**config.mk**
```make
export PLATFORM = sky130hd
export DESIGN_NAME = card_init_ctl
export DESIGN_NICKNAME = d
export VERILOG_FILES = /design/src/rtl/card_init_ctl.sv
export SDC_FILE = /design/constraint.sdc
export NUM_CORES = 1
export LEC_CHECK = 0
export ABC_CLOCK_PERIOD_IN_PS = 4300
export BUFFER_PORTS_ARGS = -buffer_cell sky130_fd_sc_hd__buf_2
export CAP_MARGIN = 20
export CORE_MARGIN = 1.5
export CORE_UTILIZATION = 56
export CTS_BUF_LIST = sky130_fd_sc_hd__clkbuf_4
export CTS_CLUSTER_SIZE = 24
export DETAILED_ROUTE_END_ITERATION = 10
export PLACE_DENSITY = 0.87
export SYNTH_ARGS = -nofsm -noshare
export SYNTH_HDL_FRONTEND = slang
export SYNTH_SLANG_ARGS = --single-unit
```
**constraint.sdc**
```tcl
create_clock -name clk -period 4.3 [get_ports clk]
set_input_delay 0.43 -clock clk [delete_from_list [all_inputs] [get_ports clk]]
set_output_delay 0.43 -clock clk [all_outputs]
set_load 0.005 [all_outputs]
```
**src/rtl/card_init_ctl.sv**
```systemverilog
// card_init_ctl
// Builds a fresh board in the card register file at the start of each game.
// On an accepted new_game request it zeroes every card slot 1..2**ADDR_W-1,
// resets the colour generator for one cycle, then steps the generator and
// copies each card word it produces into the register file. When the
// generator reports its last card, the board is flagged ready.
//
// Ports
//   clk, rst            system clock, asynchronous active-high reset
//   new_game            start request (IDLE / READY / ERROR only)
//   num_of_cards        slot count incl. reserved slot 0; must be odd and >= 3
//   gen_done            generator is presenting its last card
//   gen_address         generator current card address
//   gen_data            generator card word for gen_address
//   gen_rst             generator synchronous reset (also follows rst)
//   gen_enable          generator advance
//   wr_en/wr_addr/wr_data  registered register-file write port
//   busy                init in progress
//   ready               board valid
//   init_done           one-cycle pulse on the first READY cycle
//   err                 rejected request or generator timeout
//
// state   | meaning
// --------+---------------------------------------------------------
// IDLE    | waiting for the first request after reset
// CLEAR   | zeroing slots 1..2**ADDR_W-1, one per cycle
// GEN_RST | one-cycle generator reset
// FILL    | copying generator cards into the register file
// READY   | board valid, waiting for the next game
// ERROR   | bad request or generator timeout, waiting for a new request

module card_init_ctl #(
    parameter int ADDR_W  = 5,
    parameter int DATA_W  = 14,
    parameter int NUM_W   = 5,
    parameter int TIMEOUT = 32
) (
    input  logic              clk,
    input  logic              rst,
    input  logic              new_game,
    input  logic [NUM_W-1:0]  num_of_cards,
    input  logic              gen_done,
    input  logic [ADDR_W-1:0] gen_address,
    input  logic [DATA_W-1:0] gen_data,
    output logic              gen_rst,
    output logic              gen_enable,
    output logic              wr_en,
    output logic [ADDR_W-1:0] wr_addr,
    output logic [DATA_W-1:0] wr_data,
    output logic              busy,
    output logic              ready,
    output logic              init_done,
    output logic              err
);

    localparam logic [2:0] S_IDLE    = 3'd0;
    localparam logic [2:0] S_CLEAR   = 3'd1;
    localparam logic [2:0] S_GEN_RST = 3'd2;
    localparam logic [2:0] S_FILL    = 3'd3;
    localparam logic [2:0] S_READY   = 3'd4;
    localparam logic [2:0] S_ERROR   = 3'd5;

    localparam int TW = $clog2(TIMEOUT + 1);

    logic [2:0]        state;
    logic [2:0]        state_nxt;
    logic [ADDR_W-1:0] clr_addr;
    logic [TW-1:0]     fill_cnt;
    logic              accept;
    logic              req_ok;
    logic              fill_wr;

    assign accept  = new_game && (state == S_IDLE || state == S_READY || state == S_ERROR);
    // The card count is only qualified here; the generator consumes it itself
    // and signals the last card through gen_done.
    assign req_ok  = num_of_cards[0] && (num_of_cards >= NUM_W'(3));
    // Slot 0 is reserved, so the generator's first (address 0) cycle writes nothing.
    assign fill_wr = (state == S_FILL) && (gen_address != '0);

    assign gen_rst    = rst || (state == S_GEN_RST);
    assign gen_enable = (state == S_FILL) && !gen_done;

    always_comb begin
        state_nxt = state;
        case (state)
            S_IDLE, S_READY, S_ERROR: begin
                if (accept) state_nxt = req_ok ? S_CLEAR : S_ERROR;
            end
            S_CLEAR: begin
                if (clr_addr == '1) state_nxt = S_GEN_RST;
            end
            S_GEN_RST: state_nxt = S_FILL;
            S_FILL: begin
                if (gen_done)            state_nxt = S_READY;
                else if (fill_cnt == '0) state_nxt = S_ERROR;
            end
            default: state_nxt = S_IDLE;
        endcase
    end

    always_ff @(posedge clk or posedge rst) begin
        if (rst) begin
            state     <= S_IDLE;
            clr_addr  <= '0;
            fill_cnt  <= '0;
            wr_en     <= 1'b0;
            wr_addr   <= '0;
            wr_data   <= '0;
            busy      <= 1'b0;
            ready     <= 1'b0;
            init_done <= 1'b0;
            err       <= 1'b0;
        end else begin
            state <= state_nxt;

            if (accept)
                clr_addr <= ADDR_W'(1);
            else if (state == S_CLEAR)
                clr_addr <= clr_addr + ADDR_W'(1);

            // Down-counter over the FILL window; terminal count 0 with no
            // gen_done means the generator never finished.
            if (state == S_GEN_RST)
                fill_cnt <= TW'(TIMEOUT - 1);
            else if (state == S_FILL && fill_cnt != '0)
                fill_cnt <= fill_cnt - TW'(1);

            if (state == S_CLEAR) begin
                wr_en   <= 1'b1;
                wr_addr <= clr_addr;
                wr_data <= '0;
            end else if (fill_wr) begin
                wr_en   <= 1'b1;
                wr_addr <= gen_address;
                wr_data <= gen_data;
            end else begin
                wr_en   <= 1'b0;
                wr_addr <= '0;
                wr_data <= '0;
            end

            busy      <= (state_nxt == S_CLEAR) || (state_nxt == S_GEN_RST) || (state_nxt == S_FILL);
            ready     <= (state_nxt == S_READY);
            init_done <= (state_nxt == S_READY) && (state != S_READY);
            err       <= (state_nxt == S_ERROR);
        end
    end

endmodule

```
### Word-level counts from Yosys, hierarchy flattened

Cells that the tools add are included.

| storage, ports and cells | value |
|---|---|
| output and inout port bits | 26 |
| logic and storage cells | 60 |
| bits in read-only memories | 0 |
| bits in latches | 0 |
| bits of input ports | 28 |
| flip-flop bits (word level) | 38 |
| memories kept | 0 |
| memory bits (writable) | 0 |

| cells by class | value |
|---|---|
| multiplexer cells | 16 |
| equal/unequal tests | 12 |
| shift-type cells | 0 |
| reduce and logical (&&, ||, !) cells | 19 |
| div/mod/pow operators | 0 |
| add/subtract/negate cells | 2 |
| multipliers | 0 |
| bitwise logic cells | 0 |
| magnitude comparators | 1 |

Operator list:

| kind | count |
|---|---|
| 14-bit two-way mux | 2 |
| 5-bit two-way mux | 4 |
| 3-bit two-way mux | 5 |
| 3-bit by 2-bit == test with 1-bit output, second input constant | 4 |
| 3-bit == test, second input constant | 4 |
| 6-bit two-way mux | 2 |
| 3-bit one-hot mux with 4 select lines | 1 |
| 3-bit by 1-bit == test with 1-bit output, second input constant | 2 |
| 1-bit logical AND | 6 |
| 6-bit zero test | 1 |
| 6-bit nonzero test | 1 |
| 6-bit by 1-bit subtractor with 6-bit output, second input constant | 1 |
| 5-bit by 1-bit adder with 5-bit output, second input constant | 1 |
| 5-bit == test, second input constant | 1 |
| 5-bit by 2-bit greater-or-equal comparator with 1-bit output, second input constant | 1 |
| 1-bit logical OR | 5 |
| 5-bit nonzero test | 1 |
| 2-bit nonzero test | 2 |
| 3-bit zero test | 1 |
| 3-bit inequality test, second input constant | 1 |
| 3-bit OR reduction | 1 |
| 1-bit two-way mux | 2 |
| 1-bit zero test | 1 |

### Logic depth before layout (Yosys ltp)

Gate-level depths: netlist of run 1.

| logic depth | value |
|---|---|
| word-level depth | 9 |
| mapped depth | 6 |
| mapped depth without buffers | 6 |

### Worst setup path after synthesis of run 1

Ideal clock, no wire load.

| path | value |
|---|---|
| kind | input to output |
| start | input port rst |
| end | output port gen_rst |
| path buffers | 0 |
| data required time | 3.870 ns |
| stages on the path | 2 |
| arrival | 1.385 ns |
| slack | 2.485 ns |
| cell sequence | inv_1 nand2_1 |

| on the way | value |
|---|---|
| word-level cells in the longest chain between the ends | 1 |

Ends and longest elaborated chain:

| element | line | RTL |
|---|---|---|
| start, declared | 39 | `input logic rst,` |
| 1-bit logical OR | 80 | `assign gen_rst = rst \|\| (state == S_GEN_RST);` |
| end, declared | 45 | `output logic gen_rst,` |

Every way passes these cells.

### Worst setup path in the final report of run 1

| path | value |
|---|---|
| start | register state[1] |
| end | output port gen_rst |

| on the way | value |
|---|---|
| word-level cells in the longest chain between the ends | 2 |

Ends and longest elaborated chain:

| element | line | RTL |
|---|---|---|
| start, declared | 65 | `logic [2:0] state;` |
| start signal, assigned | 114 | `state <= state_nxt;` |
| 3-bit by 2-bit == test with 1-bit output | 80 |  |
| 1-bit logical OR | 80 |  |

Every way passes these cells.

==> results of run 1 <==
==> cell usage after synthesis, types with 3 or more instances <==
master,count
nor2_1,16
inv_1,6
dfrtp_1,38
nor3_1,5
nand2_1,8
mux2i_1,8
and2_1,15
a22o_1,3
a21oi_1,6
ha_1,3
o21ai_0,5
==> flip-flops by register name, indices dropped and copies added, names as in the netlist <==
signal and cells:
busy 1, wr_addr 5, wr_en 1, state 3, fill_cnt 6, ready 1, init_done 1, clr_addr 5
wr_data 14, err 1
==> metrics by stage <==
step	total power, mW	hold WS [ps]	worst slack, ps	utilization [%]	instances
finish	1.06	187	1920	71.5	232
global route	1.14	208	1740	71.5	232
CTS	1.07	179	1890	71.5	232
detailed placement	0.890	544	2290	69.6	224
global placement	0.864	524	2340	69.6	224
floorplan	0.787	493	2480	-	145
==> path summary, 6_finish.rpt <==
kind	start	endpoint	depth (start not counted)
worst min register to register	fill_cnt[0]$_DFFE_PP0P_	fill_cnt[0]$_DFFE_PP0P_	2
max in group asynchronous	rst	wr_data[3]$_DFF_PP0_	3
worst max-delay path	state[1]$_DFF_PP0_	gen_rst	4
min in group clk	gen_data[6]	wr_data[6]$_DFF_PP0_	2
worst max register to register	state[1]$_DFF_PP0_	wr_data[9]$_DFF_PP0_	3
worst min-delay path	rst	init_done$_DFF_PP0_	3
==> final cells by class <==
cell class / count / share of cell area, %
inverter: 6 / 1.14
sequential: 38 / 48.2
multi-input combinational: 95 / 32.1
timing repair buffer: 54 / 13.8
clock inverter: 2 / 0.444
tap: 31 / 1.97
clock buffer: 6 / 2.28
==> logic make-up (layout without fill, tap and decap cells) <==
family,after synthesis,after routing,share of synthesized area [%]
adder cells (fa/ha/maj),3,3,2.29
flip-flops,38,38,58.0
multiplexers,8,8,4.88
AO/OA/AOI/OAI,21,21,8.93
AND/OR/NAND/NOR,61,61,21.4
XOR/XNOR,2,2,1.07
buffers and inverters,12,68,3.43
==> worst min-delay path, stage by stage <==
cell and delay, ps:
buf_2 100, inv_1 40, buf_4 400
==> cells in the final DEF, fill, tap and decap left out, drive strengths merged, types with 2 or more instances in the layout <==
cell type	n
ha	3
o21ai	5
nand2	8
clkinv	2
dfrtp	38
and2	15
inv	6
clkbuf	6
nor2b	3
nand3b	3
nor3	6
a21oi	6
nand2b	2
mux2i	8
a22o	3
or3	2
buf	54
nand3	2
nor2	16
==> metal layers <==
layer / wire (um) / global-route usage [%] / vias to the layer above
met3: 265 / 8.84 / 4
met4: 34 / 11.3 / 0
li1: - / - / 603
met5: 0 / 0 / -
met2: 1570 / 34.2 / 57
met1: 1210 / 26.3 / 605
==> where the power goes <==
part	internal, mW	switching, mW
clock	0.0677	0.110
sequential	0.449	0.0864
combinational	0.171	0.172
==> results.cfg, run 1 <==
[synth]
synthFlopType = dfrtp_1
syn_area_um2 = 1640
syn-mean-instance-area_um2 = 11.3
yosys.area.top_type = dfrtp_1
syn_nets = 176
synth_cell_type_count = 37
synth-edff-count = 0
ys_seq_elements = 38
synth_top_cell_area_share_pct = 58.0
synth.area.top_cells = dfrtp_1, and2_1, mux2i_1
async_reset_ff_share_pct = 100
ys.warnings.count = 0
netlist_instances = 145
yosysSeqAreaShare_pct = 58.0

[cells_and_area]
syn_to_final_growth_pct = 20.2
n_antenna_cell = 0
design_area_um2 = 1970
nets = 231
fillers = 191
drive_above_1_share_pct = 32.8
multi_input_area_um2 = 633
regArea_um2 = 951

[clocking]
postCtsSetupBuffers = 0
ctsHtreeMaxLevel = 2
cts_hold_buf = 0
clk_latency_ps = 340
cts_tree = yes
cts_buffers = 5
root_buffer = clkbuf_4
cts_buffer_depth = 2
cts.clk_slew.worst_paths_ps = 110
clock-sinks = 38
ctsResizeCount = 0

[pwr]
power_density_nw_per_um2 = 536
ir_drop_mv = 0.414
leakage_nw = 1.05

[floorplan]
die_w_um = 57.1
fp.dieH_um = 57.1
row_count = 19
initial_core_util_pct = 59.5
coreArea_um2 = 2760
io_pins = 54
die_area_um2 = 3260

[run_status]
status = finished, final reports clean

[detailed_routing]
initialDrtViolationCount = 49
detail_route.wirelength_mm = 3.09
dr_total_vias = 1269
routedWlPerCell_um = 13.3
drc_errors = 0
detail_route.vias_per_cell = 5.47
ant_nets = 0
dr.pass1.iters = 4

[sta]
timing.final.max_slew_violations = 0
tightestPinTransition_ps = 758
rsz0062_at_grt = false
setup_tns_ps = 0
final.period_utilization_pct = 55.3
timing.fmax_mhz = 421
setup_viol = 0
skew_ps = 5.47
relSlewSlack_pct = 49.5
hold_viol_final = 0
finalCriticalPeriod_ps = 2380

[setup_path]
r2r_slack_ps = 2430
start_kind = flop
critical_path_class = reg2out
cp_max_fo = 19
crit_path_top_delay_cell = dfrtp_1
worstPathRequired_ps = 3870
slowest_delay_ps = 800
critical-path-top-delay-family = flip-flops
cp_num_buf_inv = 2
crit_arrival_ps = 1950
critPathCaptureType = primary output
cp_cell_sequence = inv_1 -> or3_1 -> nand2_1 -> buf_2

[global_route]
grt_max_degree = 40
grt_pass1_wl_mm = 5.29
antenna_found_initial = 0
track_usage_pct = 21.9
grt_overflow = 0
grt_pass1_vias = 1240

[place]
gp_congestion = 0.841
placed_area_um2 = 1920
io_buffers = 53
dpl.hpwl_mm = 2.34

[hold_path]
min_path_type = in2async

[flow_run]
cap_violations = 0
No activity file was read; power rests on OpenSTA's default activity.
==> inputs of run 2 (changes only) <==
Settings changed: ABC_CLOCK_PERIOD_IN_PS 4300 to 2300, CORE_UTILIZATION 56 to 52, PLACE_DENSITY 0.87 to 0.82.
Clock period 4.3 ns to 2.3 ns, I/O delays scaled along.
==> run 2 against run 1 <==
Against the previous run:
- count of clock-buffer cells in the layout rose by 1
- clock skew increased by 6.1 ps
- die area increased by 7.3%
- utilization fell by 5.6 points
- first-iteration DRC count rose by 92%
- via count shrank 2.2%
- critical path type is now reg2reg
- sequential share of layout area shrank 0.54 points
- critical path depth is 2 higher
- wire length grew 5.3%
==> results.cfg, run 2 (same netlist as run 1, synthesis figures left out) <==
[run_status]
status = finished, final reports clean

[cells_and_area]
reg.largest.list = wr_data x14, fill_cnt x6
nets = 232
fin_cells = 245
largest_register = wr_data
final_core_util_pct = 65.9
final_cell_mix = buf_2, dfrtp_1, nor2_1, and2_1
largest_register_ffs = 14
drive_above_1_share_pct = 33.3
design_area_um2 = 1990
n_antenna_cell = 0
syn_to_final_growth_pct = 21.6
fillers = 257
final_common_cell = buf_2
regArea_um2 = 951
multi_input_area_um2 = 633

[floorplan]
coreArea_um2 = 3030
die_w_um = 59.2
initial_core_util_pct = 54.2
row_count = 20
io_pins = 54
fp.dieH_um = 59.2
die_area_um2 = 3500

[setup_path]
cp-endpoint = err$_DFF_PP0_
cp_max_fo = 5
cp_cell_sequence = ha_1 -> and3_1 -> ha_1 -> a22o_1 -> a221oi_2 -> nor2b_1
crit_path_top_delay_cell = dfrtp_1
critical_path_class = reg2reg
r2r_start = clr_addr[0]$_DFFE_PP0P_
crit_arrival_ps = 2130
crit_start = clr_addr[0]$_DFFE_PP0P_
worstPathRequired_ps = 2580
r2r_slack_ps = 450
timing.rr.end = err$_DFF_PP0_
slowest_delay_ps = 430
worstRegToRegCells = 6
cpMostUsedCell = ha_1
start_kind = flop
critPathCaptureType = flop

[flow_run]
cap_violations = 0

[sta]
tightestPinTransition_ps = 768
rsz0062_at_grt = false
hold_viol_final = 0
finalCriticalPeriod_ps = 1850
whs_ps = 37.9
timing.final.max_slew_violations = 0
setup_viol = 0
relSlewSlack_pct = 48.8
final.period_utilization_pct = 80.2
skew_ps = 11.6
timing.fmax_mhz = 542
setup_tns_ps = 0
final.setup.worst_slack_ps = 455

[global_route]
grt_max_degree = 39
antenna_found_initial = 0
track_usage_pct = 21.3
grt_pass1_wl_mm = 5.40
grt_overflow = 0
grt_pass1_vias = 1195

[clocking]
root_buffer = clkbuf_4
ctsHtreeMaxLevel = 2
cts.clk_slew.worst_paths_ps = 110
cts_buffers = 5
cts_hold_buf = 0
cts_tree = yes
cts_buffer_depth = 2
ctsResizeCount = 0
postCtsSetupBuffers = 0
clk_latency_ps = 340
clock-sinks = 38

[detailed_routing]
dr.pass1.iters = 4
drc_errors = 0
dr_total_vias = 1241
initialDrtViolationCount = 94
detail_route.vias_per_cell = 5.07
routedWlPerCell_um = 13.3
detail_route.wirelength_mm = 3.25
ant_nets = 0

[place]
placed_area_um2 = 1940
dpl.hpwl_mm = 2.43
place_inst = 238
pre_cts_ws_ps = 449
gp_congestion = 0.849
io_buffers = 53

[pwr]
power_density_nw_per_um2 = 1000
leakage_nw = 1.06
ir_drop_mv = 0.520
power_mw = 2.00

[hold_path]
min_path_type = in2async
==> run 2: changes by cell type in the layout (fill, tap and decap cells not counted), sizes merged <==
cell    delta
clkbuf     +1
clkinv     -2
buf        +1
==> run 2: worst min-delay path by stage <==
stage	start	to	slack, ps
after floorplan	gen_done	init_done$_DFF_PP0_	360
after global placement	rst	wr_data[9]$_DFF_PP0_	430
after detailed placement	rst	wr_data[7]$_DFF_PP0_	430
after CTS	rst	ready$_DFF_PP0_	50
after global routing	gen_data[10]	wr_data[10]$_DFF_PP0_	70
final	rst	ready$_DFF_PP0_	40
==> run 2: layout make-up <==
type	instances	area share (%)
clock buffers	7	2.63
inverters	6	1.13
multi-input cells	95	31.7
flip-flops and latches	38	47.7
well taps	44	2.76
repair buffers	55	14.1
==> run 2: power by group <==
part           switching [mW]  internal, mW
Clock                   0.202         0.139
Combinational           0.337         0.321
Sequential              0.160         0.841
Total                   0.699          1.30
==> run 2: layer usage <==
layer | share of wire [%] | global-route usage, % | vias to the layer above
met3 | 6.3 | 7.64 | 6
met1 | 43 | 26.9 | 590
met5 | 0 | 0 | -
li1 | - | - | 601
met2 | 49 | 33.7 | 44
met4 | 1.5 | 7.79 | 0
==> run 2: worst max-delay path, delay by kind of cell, from the launching register on <==
kind	cells	cell delay, ps
AO/OA/AOI/OAI	2	560
adder cells (fa/ha/maj)	2	420
flip-flops	1	430
AND/OR/NAND/NOR	2	380
